[src/rtl/io_pkg.sv]
// io_pkg: shared MMIO address map for the board I/O blocks.
`default_nettype none

package io_pkg;

  localparam logic [31:0] IO_OUT0_ADDR = 32'h0000_7000;
  localparam logic [31:0] IO_OUT1_ADDR = 32'h0000_7010;
  localparam logic [31:0] IO_OUT2_ADDR = 32'h0000_7020;
  localparam logic [31:0] IO_OUT3_ADDR = 32'h0000_7024;
  localparam logic [31:0] IO_IN_BASE   = 32'h0000_7800;

  localparam logic [3:0] IN_SW_OFF    = 4'h0;
  localparam logic [3:0] IN_BTN_OFF   = 4'h4;
  localparam logic [3:0] IN_PRESS_OFF = 4'h8;
  localparam logic [3:0] IN_REL_OFF   = 4'hC;

endpackage

`default_nettype wire

[src/rtl/debounce_cell.sv]
// debounce_cell: two-flop synchroniser, glitch-rejecting debounce counter
// and edge strobes for one push-button.
`default_nettype none

module debounce_cell #(
  parameter int ACTIVE_LOW      = 1,
  parameter int DEBOUNCE_CYCLES = 500000
) (
  input  logic clk,
  input  logic rstn,
  input  logic i_btn,
  output logic o_level,
  output logic o_rise,
  output logic o_fall
);

  localparam int              CNT_W   = $clog2(DEBOUNCE_CYCLES);
  localparam logic [CNT_W-1:0] CNT_MAX = CNT_W'(DEBOUNCE_CYCLES - 1);

  logic             sync1;
  logic             sync2;
  logic             stable;
  logic [CNT_W-1:0] cnt;
  logic             flip;

  // Edge strobes are asserted in the cycle before the flip so the sticky
  // registers set on the same clock edge as the level change.
  assign flip    = (sync2 != stable) && (cnt == CNT_MAX);
  assign o_rise  = flip & sync2;
  assign o_fall  = flip & ~sync2;
  assign o_level = stable;

  always_ff @(posedge clk) begin
    if (!rstn) begin
      sync1  <= 1'b0;
      sync2  <= 1'b0;
      stable <= 1'b0;
      cnt    <= '0;
    end else begin
      sync1 <= (ACTIVE_LOW != 0) ? ~i_btn : i_btn;
      sync2 <= sync1;
      if (sync2 == stable) begin
        cnt <= '0;
      end else if (flip) begin
        stable <= sync2;
        cnt    <= '0;
      end else begin
        cnt <= cnt + 1'b1;
      end
    end
  end

endmodule

`default_nettype wire

[src/rtl/io_input_cond.sv]
// io_input_cond: synchronised switches, debounced buttons and W1C sticky
// press/release registers behind a zero-wait-state MMIO read port.
`default_nettype none

module io_input_cond
  import io_pkg::*;
#(
  parameter int SW_W            = 32,
  parameter int N_BTN           = 4,
  parameter int BTN_ACTIVE_LOW  = 1,
  parameter int DEBOUNCE_CYCLES = 500000
) (
  input  logic             clk,
  input  logic             rstn,
  input  logic [SW_W-1:0]  i_io_sw,
  input  logic [N_BTN-1:0] i_io_btn,
  input  logic             i_sel,
  input  logic [3:0]       i_addr,
  input  logic             i_we,
  input  logic [31:0]      i_wdata,
  output logic [31:0]      o_rdata,
  output logic             o_btn_evt
);

  logic [SW_W-1:0]  sw_s1;
  logic [SW_W-1:0]  sw_s2;
  logic [N_BTN-1:0] level;
  logic [N_BTN-1:0] rise;
  logic [N_BTN-1:0] fall;
  logic [N_BTN-1:0] press;
  logic [N_BTN-1:0] rel;
  logic [N_BTN-1:0] clr_press;
  logic [N_BTN-1:0] clr_rel;
  logic [3:0]       reg_off;
  logic             wr_hit;
  logic             unused_bits;

  assign reg_off     = {i_addr[3:2], 2'b00};
  assign wr_hit      = i_sel & i_we;
  assign clr_press   = (wr_hit && reg_off == IN_PRESS_OFF) ? i_wdata[N_BTN-1:0] : '0;
  assign clr_rel     = (wr_hit && reg_off == IN_REL_OFF)   ? i_wdata[N_BTN-1:0] : '0;
  assign unused_bits = ^{i_addr[1:0], i_wdata};

  for (genvar i = 0; i < N_BTN; i++) begin : g_btn
    debounce_cell #(
      .ACTIVE_LOW      (BTN_ACTIVE_LOW),
      .DEBOUNCE_CYCLES (DEBOUNCE_CYCLES)
    ) u_cell (
      .clk     (clk),
      .rstn    (rstn),
      .i_btn   (i_io_btn[i]),
      .o_level (level[i]),
      .o_rise  (rise[i]),
      .o_fall  (fall[i])
    );
  end

  // Set is OR-ed in after the clear so a coincident event is never lost.
  always_ff @(posedge clk) begin
    if (!rstn) begin
      sw_s1 <= '0;
      sw_s2 <= '0;
      press <= '0;
      rel   <= '0;
    end else begin
      sw_s1 <= i_io_sw;
      sw_s2 <= sw_s1;
      press <= (press & ~clr_press) | rise;
      rel   <= (rel & ~clr_rel) | fall;
    end
  end

  always_comb begin
    o_rdata = '0;
    if (i_sel) begin
      case (reg_off)
        IN_SW_OFF:    o_rdata[SW_W-1:0]  = sw_s2;
        IN_BTN_OFF:   o_rdata[N_BTN-1:0] = level;
        IN_PRESS_OFF: o_rdata[N_BTN-1:0] = press;
        IN_REL_OFF:   o_rdata[N_BTN-1:0] = rel;
        default:      o_rdata = '0;
      endcase
    end
  end

  assign o_btn_evt = (|press) | (|rel);

endmodule

`default_nettype wire

[config.mk]
export PLATFORM = sky130hd
export DESIGN_NAME = io_input_cond
export DESIGN_NICKNAME = d
export VERILOG_FILES = /design/src/rtl/io_pkg.sv /design/src/rtl/debounce_cell.sv /design/src/rtl/io_input_cond.sv
export SDC_FILE = /design/constraint.sdc
export NUM_CORES = 1
export LEC_CHECK = 0
export ABC_CLOCK_PERIOD_IN_PS = 2900
export CAP_MARGIN = 20
export CORE_UTILIZATION = 45
export DETAILED_ROUTE_END_ITERATION = 16
export GPL_TIMING_DRIVEN = 0
export PLACE_DENSITY = 0.8
export SLEW_MARGIN = 15
export SYNTH_ARGS = -nofsm -noshare
export SYNTH_HDL_FRONTEND = slang
export SYNTH_SLANG_ARGS = --single-unit
[constraint.sdc]
create_clock -name clk -period 2.9 [get_ports clk]
set_input_delay 0.29 -clock clk [delete_from_list [all_inputs] [get_ports clk]]
set_output_delay 0.29 -clock clk [all_outputs]
set_load 0.02 [all_outputs]
* Yosys cells after proc, flatten, opt, wreduce, memory -nomap -nowiden
Index checks and enable logic that the tools add are counted.
** Storage, ports and cells
- Latch bits :: 0
- Logic and storage cells :: 90
- Memories :: 0
- Bits in read-only memories :: 0
- RAM bits :: 0
- Input bits :: 76
- Bits in registers :: 160
- Output and inout port bits :: 33
** Cells by class
- Divide/modulo/power cells :: 0
- Reductions and logical operators :: 17
- Magnitude comparators :: 0
- Bitwise logic cells :: 29
- Mux-type cells :: 5
- Add/subtract/negate cells :: 4
- Eq/ne operators :: 15
- Shift operators :: 0
- Multipliers :: 0
** Operators with widths (count)
- $add A19 B1 Y19 const B :: 4
- $eq A19 B19 Y1 const B :: 4
- $mux W32 :: 1
- $mux W28 :: 1
- $pmux W4 S4 :: 1
- $not A1 Y1 :: 13
- $reduce_or A3 Y1 :: 4
- $and A1 B1 Y1 :: 9
- $and A4 B4 Y4 :: 2
- $mux W4 :: 2
- $not A4 Y4 :: 2
- $or A4 B4 Y4 :: 2
- $reduce_and A2 Y1 :: 4
- $reduce_or A4 Y1 :: 2
- $logic_and A1 B1 Y1 :: 6
- $eq A1 B1 Y1 :: 4
- $eq A2 B2 Y1 const B :: 2
- $logic_not A4 Y1 :: 1
- $ne A1 B1 Y1 :: 4
- $eq A2 B1 Y1 const B :: 1
- $or A1 B1 Y1 :: 1

* Depth between registers and ports, before layout
Gate-level depths: netlist of the first run.
- Depth after elaboration :: 6
- Mapped depth :: 7

* Cells and area by module
From an unflattened synthesis of the first run, not the netlist that was laid out.
** Unflattened totals
- Cell total of the unflattened synthesis :: 667
- Area, all modules :: 6662.6 um^2
** By module, submodules not included
- debounce_cell :: instances 4, cells each 112, area an instance 1066.0 um^2, seq. area each 440.4 um^2
- io_input_cond :: instances 1, cells each 219, area an instance 2398.6 um^2, seq. area each 1441.4 um^2

* Worst setup path after synthesis of the first run
No wires, ideal clock.
- Path kind :: register to register
- Start point :: reg g_btn[0].u_cell.cnt[0]
- End point :: reg g_btn[0].u_cell.cnt[10]
- Setup slack :: 1.080 ns
- Arrival :: 1.703 ns
- Library setup time :: 0.117 ns
- Period minus slack after synthesis :: 1.820 ns
- Required time :: 2.783 ns
- Buffers on the path :: 2
- Cell stages (with the launch flop) :: 8
- Cell sequence :: dfxtp_1 ha_1 and3_1 clkbuf_1 nand4_1 o211ai_2 buf_2 nor2_1
** Between the ends
- Cells in the longest elaborated chain, start to end :: 3
- Elaborated cells on any way between the ends :: 4
- Classes of those cells :: 1 x add/sub; 1 x eq/ne; 2 x reduce/logical
** Ends and longest elaborated chain
- start, declared :: line debounce_cell.sv:23 : logic [CNT_W-1:0] cnt;
- start signal, assigned :: line debounce_cell.sv:48 : cnt <= cnt + 1'b1;
- branches (longest 3 deep; another with $add A19 B1 Y19)
Several ways; the timed one is not identified.
A chain may end at the register's enable or synchronous reset.

* Worst setup path in the final report of the first run
- Start point :: in i_addr[2]
- End point :: out o_rdata[30]
** Between the ends
- Cells in the longest elaborated chain, start to end :: 3
** Ends and longest elaborated chain
- start, declared :: line io_input_cond.sv:18 : input logic [3:0] i_addr,
- $logic_not A4 Y1 :: line io_input_cond.sv:76 : case (reg_off)
- $mux W28 :: line io_input_cond.sv:76
- $mux W32 :: line io_input_cond.sv:75 : if (i_sel) begin
- end, declared :: line io_input_cond.sv:21 : output logic [31:0] o_rdata,
Every way passes these cells.

==> flow_metrics.tcl, run 1 <==
set metrics [dict create \
    p_total_mw 4.48 \
    cp_slowest_cell "clkdlybuf4s50_1" \
    synth_cell_types 45 \
    dieArea_um2 14400 \
    track_usage_pct 17.9 \
    clock_sinks 160 \
    max_freq_mhz 362 \
    clock_skew_ns 0.00872 \
    crit_path_end_kind "output pin" \
    drt_iter0_markers 314 \
    viasPerCell 5.14 \
    cts_tree "built" \
    arrival_ns 2.47 \
    io_buffers 77 \
    leakage_nw 2.64 \
    htreeDepth 4 \
    ys_ff_latch 160 \
    wire_per_inst_um 12.9 \
    start_util_pct 46.8 \
    drv_slew 0 \
    ys_seq_area_share_pct 51.1 \
    globalRouteOverflowTotal 0 \
    cts.path.max_buffers 2 \
    die_h_um 120 \
    slowest_delay_ns 0.62 \
    critical_path.max_fanout 10 \
    final_critical_path_setup_slack_ns 0.138 \
    core_um2 13400 \
    hold_violations 0 \
    fp-row-count 42 \
    place_hpwl_um 8630 \
    die_x_um 120 \
    grt_pass1_vias 4502 \
    tightest_slew_ns 0.525 \
    cap_violations 0 \
    drive_above_1_share_pct 6.36 \
    dr.pass1.iters 5 \
    syn-instance-count 662 \
    antenna_found_initial 0 \
    ctsResizeCount 2 \
    cp_common_cell "clkdlybuf4s50_1" \
    antenna_cells 0 \
    clock_latency_ns 0.42 \
    clk_pin_slew_ns 0.06 \
    rsz0062_at_grt "no" \
    ctsHoldBuffers 0 \
    area_delta_synth_final_pct 24.7 \
    status "finished, final reports clean" \
    required_ns 2.61 \
    cts_setup_buffers 0 \
    setup_violations 0 \
    fin_crit_sh_pct 95.2 \
    yosysWarnings 0 \
    crit_buf_inv 3 \
    grt_pass1_wl_um 20600 \
    ys.flop_type "dfxtp_1" \
    ir_worst_vdd_uv 478 \
    hold_class "input port to flip-flop" \
    power_density_nw_per_um2 573 \
    nFillCells 1123 \
    cp_cell_sequence "clkdlybuf4s50_1, nor3b_4, clkbuf_1, and2_1, clkdlybuf4s50_1" \
    crit_type "input port to output pin" \
    post-place-ws_ns -0.356 \
    cts_root_buffer "clkbuf_16" \
    synth_edf_count 0 \
    boundaryPins 109 \
    synthArstFlopShare_pct 0 \
    nets 838 \
    detail-route-antenna-nets 0 \
    grt_max_degree 17 \
    drt-total-wl_um 12200 \
    vias 4863 \
    syn_area_per_cell_um2 9.47 \
    synth_area_um2 6270 \
    relSlewSlack_pct 64.5 \
    synth_nets 742 \
    gp_congestion 0.848 \
    cts-buffers-inserted 17 \
    min_period_ns 2.76 \
    drc 0 \
    cp_top_family "buffers and inverters" \
    critPathLaunchType "input port" \
]
==> sequential cells by signal (all words and copies together) (netlist names) <==
register / cells
g_btn.u_cell.cnt: 76
sw_s1: 32
rel: 4
g_btn.u_cell.o_level: 4
sw_s2: 32
g_btn.u_cell.sync1: 4
g_btn.u_cell.sync2: 4
press: 4
==> layout by cell type, fill, tap and decap left out, types with 3 or more instances in the layout <==
cell	netlist	layout
o21a_1	3	3
and2_1	102	102
inv_1	15	15
o21ai_0	9	9
and3_1	3	3
dfxtp_1	160	160
nand3_1	34	34
and4_1	10	10
nor3_1	10	10
or3_1	8	8
or4_1	9	9
nand4_1	22	22
mux4_2	4	4
nor4b_1	5	5
a21oi_1	21	21
clkinv_2	0	3
clkbuf_16	0	17
nand2_1	30	30
xor2_1	24	24
ha_1	4	4
buf_2	3	3
inv_6	0	3
nor2_1	75	75
clkdlybuf4s50_1	0	77
xnor2_1	33	33
nor4_1	21	21
a21boi_0	6	6
o31ai_1	8	8
clkinvlp_4	0	3
clkbuf_1	18	20
==> area by class of cell <==
class                           instances  area (um^2)  area share, %
Buffer                                 21         82.6           1.06
Tap cell                              176          220           2.82
Sequential cell                       160         3200           41.0
Multi-Input combinational cell        466         2940           37.6
Clock buffer                           19          433           5.54
Inverter                               15         56.3          0.720
Timing Repair Buffer                   77          771           9.86
Clock inverter                         12          111           1.42
==> through the flow <==
step,hold WS (ns),utilization [%],TNS [ns],cells,instance area [um^2]
global placement,0.413,54.2,-4.58,915,7260
CTS,0.357,58.3,0,946,7820
floorplan,0.357,-,0,662,6270
finish,0.364,58.3,0,946,7820
detailed placement,0.418,54.2,-5.51,915,7260
global route,0.382,58.3,0,946,7820
==> power by group <==
part	leakage (nW)	switching [mW]	internal (mW)
clock	0.260	0.881	1.18
combinational	1.07	0.0651	0.0944
sequential	1.30	0.0128	2.25
==> synthesized netlist by cell type, types with 4 or more instances <==
master    count  area, um^2
or4_1         9        67.6
and4_1       10        87.6
mux4_2        4        90.1
xnor2_1      33         289
nand4_1      22         138
ha_1          4        50.1
inv_1        15        56.3
a21oi_1      21         105
nand3_1      34         170
o31ai_1       8        60.1
xor2_1       24         210
dfxtp_1     160        3200
nand2_1      30         113
nor4_1       21         131
nor4b_1       5        43.8
or3_1         8        50.1
nor2_1       75         282
a21boi_0      6        45.0
clkbuf_1     18        67.6
nor3_1       10        50.1
o21ai_0       9        45.0
and2_1      102         638
==> layer usage <==
metal	GRT usage, %	wire, um	vias up
met4	6.09	192	0
met3	4.94	623	13
li1	-	-	2468
met1	22.5	5770	2277
met5	0	0	-
met2	29.5	5590	105
==> worst paths after layout <==
| kind | from | end | slack, ns | cells past startpoint |
|---|---|---|---|---|
| max | i_addr[2] | o_rdata[30] | 0.14 | 5 |
| max reg2reg | g_btn[0].u_cell.cnt[0] | g_btn[0].u_cell.cnt[12] | 0.71 | 7 |
| min reg2reg | sw_s1[26] | sw_s2[26] | 0.43 | 1 |
| min | i_io_btn[2] | g_btn[2].u_cell.sync1 | 0.36 | 2 |
==> kinds of logic after synthesis <==
family | share of synthesized area [%]
adder cells (fa/ha/maj) | 0.798
multiplexers | 1.44
AO/OA/AOI/OAI | 5.83
AND/OR/NAND/NOR | 30.7
XOR/XNOR | 7.96
buffers and inverters | 2.21
flip-flops | 51.1
Note: power is estimated with default switching activity, not from simulation.
==> run 2: changes to the inputs <==
--- a/config.mk
+++ b/config.mk
@@ -9,8 +9,11 @@
 export CAP_MARGIN = 20
 export CORE_UTILIZATION = 45
 export DETAILED_ROUTE_END_ITERATION = 16
+export GPL_ROUTABILITY_DRIVEN = 0
 export GPL_TIMING_DRIVEN = 0
+export MAX_ROUTING_LAYER = met4
 export PLACE_DENSITY = 0.8
+export SETUP_SLACK_MARGIN = 0.4
 export SLEW_MARGIN = 15
 export SYNTH_ARGS = -nofsm -noshare
 export SYNTH_HDL_FRONTEND = slang
==> flow_metrics.tcl, run 2 (synthesis gave the netlist of run 1 again) <==
set metrics [dict create \
    status "finished, final reports clean" \
    dr.pass1.iters 5 \
    ctsHoldBuffers 0 \
    leakage_nw 2.67 \
    grt_pass1_vias 4508 \
    hold_class "input port to flip-flop" \
    cts.path.max_buffers 2 \
    viasPerCell 5.15 \
    cts-buffers-inserted 17 \
    min_period_ns 2.41 \
    required_ns 2.61 \
    cp_cell_sequence "clkdlybuf4s50_1, nor3b_4, clkbuf_4, and2_1, clkdlybuf4s50_1" \
    clock_latency_ns 0.42 \
    cp_common_cell "clkdlybuf4s50_1" \
    grt_pass1_wl_um 20700 \
    dp.cells 915 \
    critPathLaunchType "input port" \
    cap_violations 0 \
    top_regs "g_btn.u_cell.cnt x76, sw_s1 x32, sw_s2 x32" \
    largest_register_ffs 76 \
    crit_path_end_kind "output pin" \
    drv_slew 0 \
    tightest_slew_ns 0.531 \
    clk_pin_slew_ns 0.06 \
    htreeDepth 4 \
    setup_tns_ns 0 \
    rsz0062_at_grt "no" \
    clock_sinks 160 \
    drt-total-wl_um 12200 \
    start_util_pct 46.8 \
    boundaryPins 109 \
    final_cell_mix "dfxtp_1, and2_1, nor2_1, clkdlybuf4s50_1, nand3_1" \
    hold_violations 0 \
    crit_type "input port to output pin" \
    rrSetupSlack_ns 0.71 \
    grt_max_degree 17 \
    globalRouteOverflowTotal 0 \
    setup_violations 0 \
    vias 4877 \
    detail-route-antenna-nets 0 \
    fin_crit_sh_pct 83.0 \
    post-place-ws_ns -0.356 \
    relSlewSlack_pct 64.6 \
    cp_slowest_cell "clkdlybuf4s50_1" \
    track_usage_pct 18.5 \
    max_freq_mhz 415 \
    cts_tree "built" \
    drc 0 \
    place_hpwl_um 8630 \
    multiInputGateArea_um2 2940 \
    p_total_mw 4.47 \
    final-seq-area_um2 3200 \
    antenna_found_initial 0 \
    fp-row-count 42 \
    io_buffers 77 \
    drt_iter0_markers 321 \
    ir_worst_vdd_uv 472 \
    regMostFlops "g_btn.u_cell.cnt" \
    dieArea_um2 14400 \
    drive_above_1_share_pct 6.74 \
    nets 839 \
    clock_skew_ns 0.00915 \
    core_um2 13400 \
    wire_per_inst_um 12.9 \
    nFillCells 1120 \
    die_x_um 120 \
    slowest_delay_ns 0.61 \
    cts_root_buffer "clkbuf_16" \
    antenna_cells 0 \
    area_delta_synth_final_pct 24.9 \
    arrival_ns 2.12 \
    final_cells 947 \
    final_critical_path_setup_slack_ns 0.493 \
    power_density_nw_per_um2 571 \
    critical_path.max_fanout 10 \
    final_common_cell "dfxtp_1" \
    die_h_um 120 \
]
==> run 2: changes by cell type in the layout (fill, tap and decap cells not counted), sizes merged <==
cell	previous run	this run
dlygate4sd2	0	1
buf	3	4
dlymetal6s2s	0	1
clkdlybuf4s50	77	75
==> run 2: path summary, 6_finish.rpt <==
path                           from  cells past startpoint                 endpoint
min                     i_io_btn[2]                      2    g_btn[2].u_cell.sync1
max reg2reg  g_btn[0].u_cell.cnt[0]                      7  g_btn[0].u_cell.cnt[12]
min reg2reg                sw_s1[2]                      1                 sw_s2[2]
max                           i_sel                      5              o_rdata[22]
==> run 2: what timing repair did <==
item / 4_1_cts / 5_1_grt
buffers inserted: 1 / 0
resized for setup: 4 / 5
endpoints found under the setup margin: 28 / 19
pin swaps: 1 / 0
==> run 2: final cells by class <==
class                      count  area share (%)
buffer                        21            1.12
clock buffer                  19            5.53
clock inverter                12            1.42
inverter                      15           0.719
multi-input combinational    466            37.5
sequential                   160            40.9
tap                          176            2.81
timing repair buffer          78            9.96
==> run 2: per-layer routing <==
layer / track usage (%) / vias up / share of wire [%]
met4: 6.09 / 0 / 1.4
met1: 22.6 / 2281 / 47
met3: 4.94 / 17 / 5.5
li1: - / 2469 / -
met2: 29.6 / 110 / 46
met5: - / - / 0
==> run 2: stage by stage <==
| step | hold WS (ns) | area, um^2 | util, % |
|---|---|---|---|
| 4_1_cts | 0.357 | 7820 | 58.4 |
| 3_5_place_dp | 0.418 | 7260 | 54.2 |
| 6_report | 0.371 | 7830 | 58.4 |
| 5_1_grt | 0.382 | 7830 | 58.4 |
| 3_3_place_gp | 0.413 | 7260 | 54.2 |
| 2_1_floorplan | 0.357 | 6270 | - |
==> run 2: critical path, delay by kind of cell <==
| family | cells | cell delay [ns] |
|---|---|---|
| buffers and inverters | 3 | 1.41 |
| and+or+nand+nor | 2 | 0.42 |
==> run 2: where the power goes <==
| part | switching, mW | internal, mW |
|---|---|---|
| sequential | 0.0128 | 2.25 |
| combinational | 0.0654 | 0.0950 |
| clock | 0.875 | 1.18 |
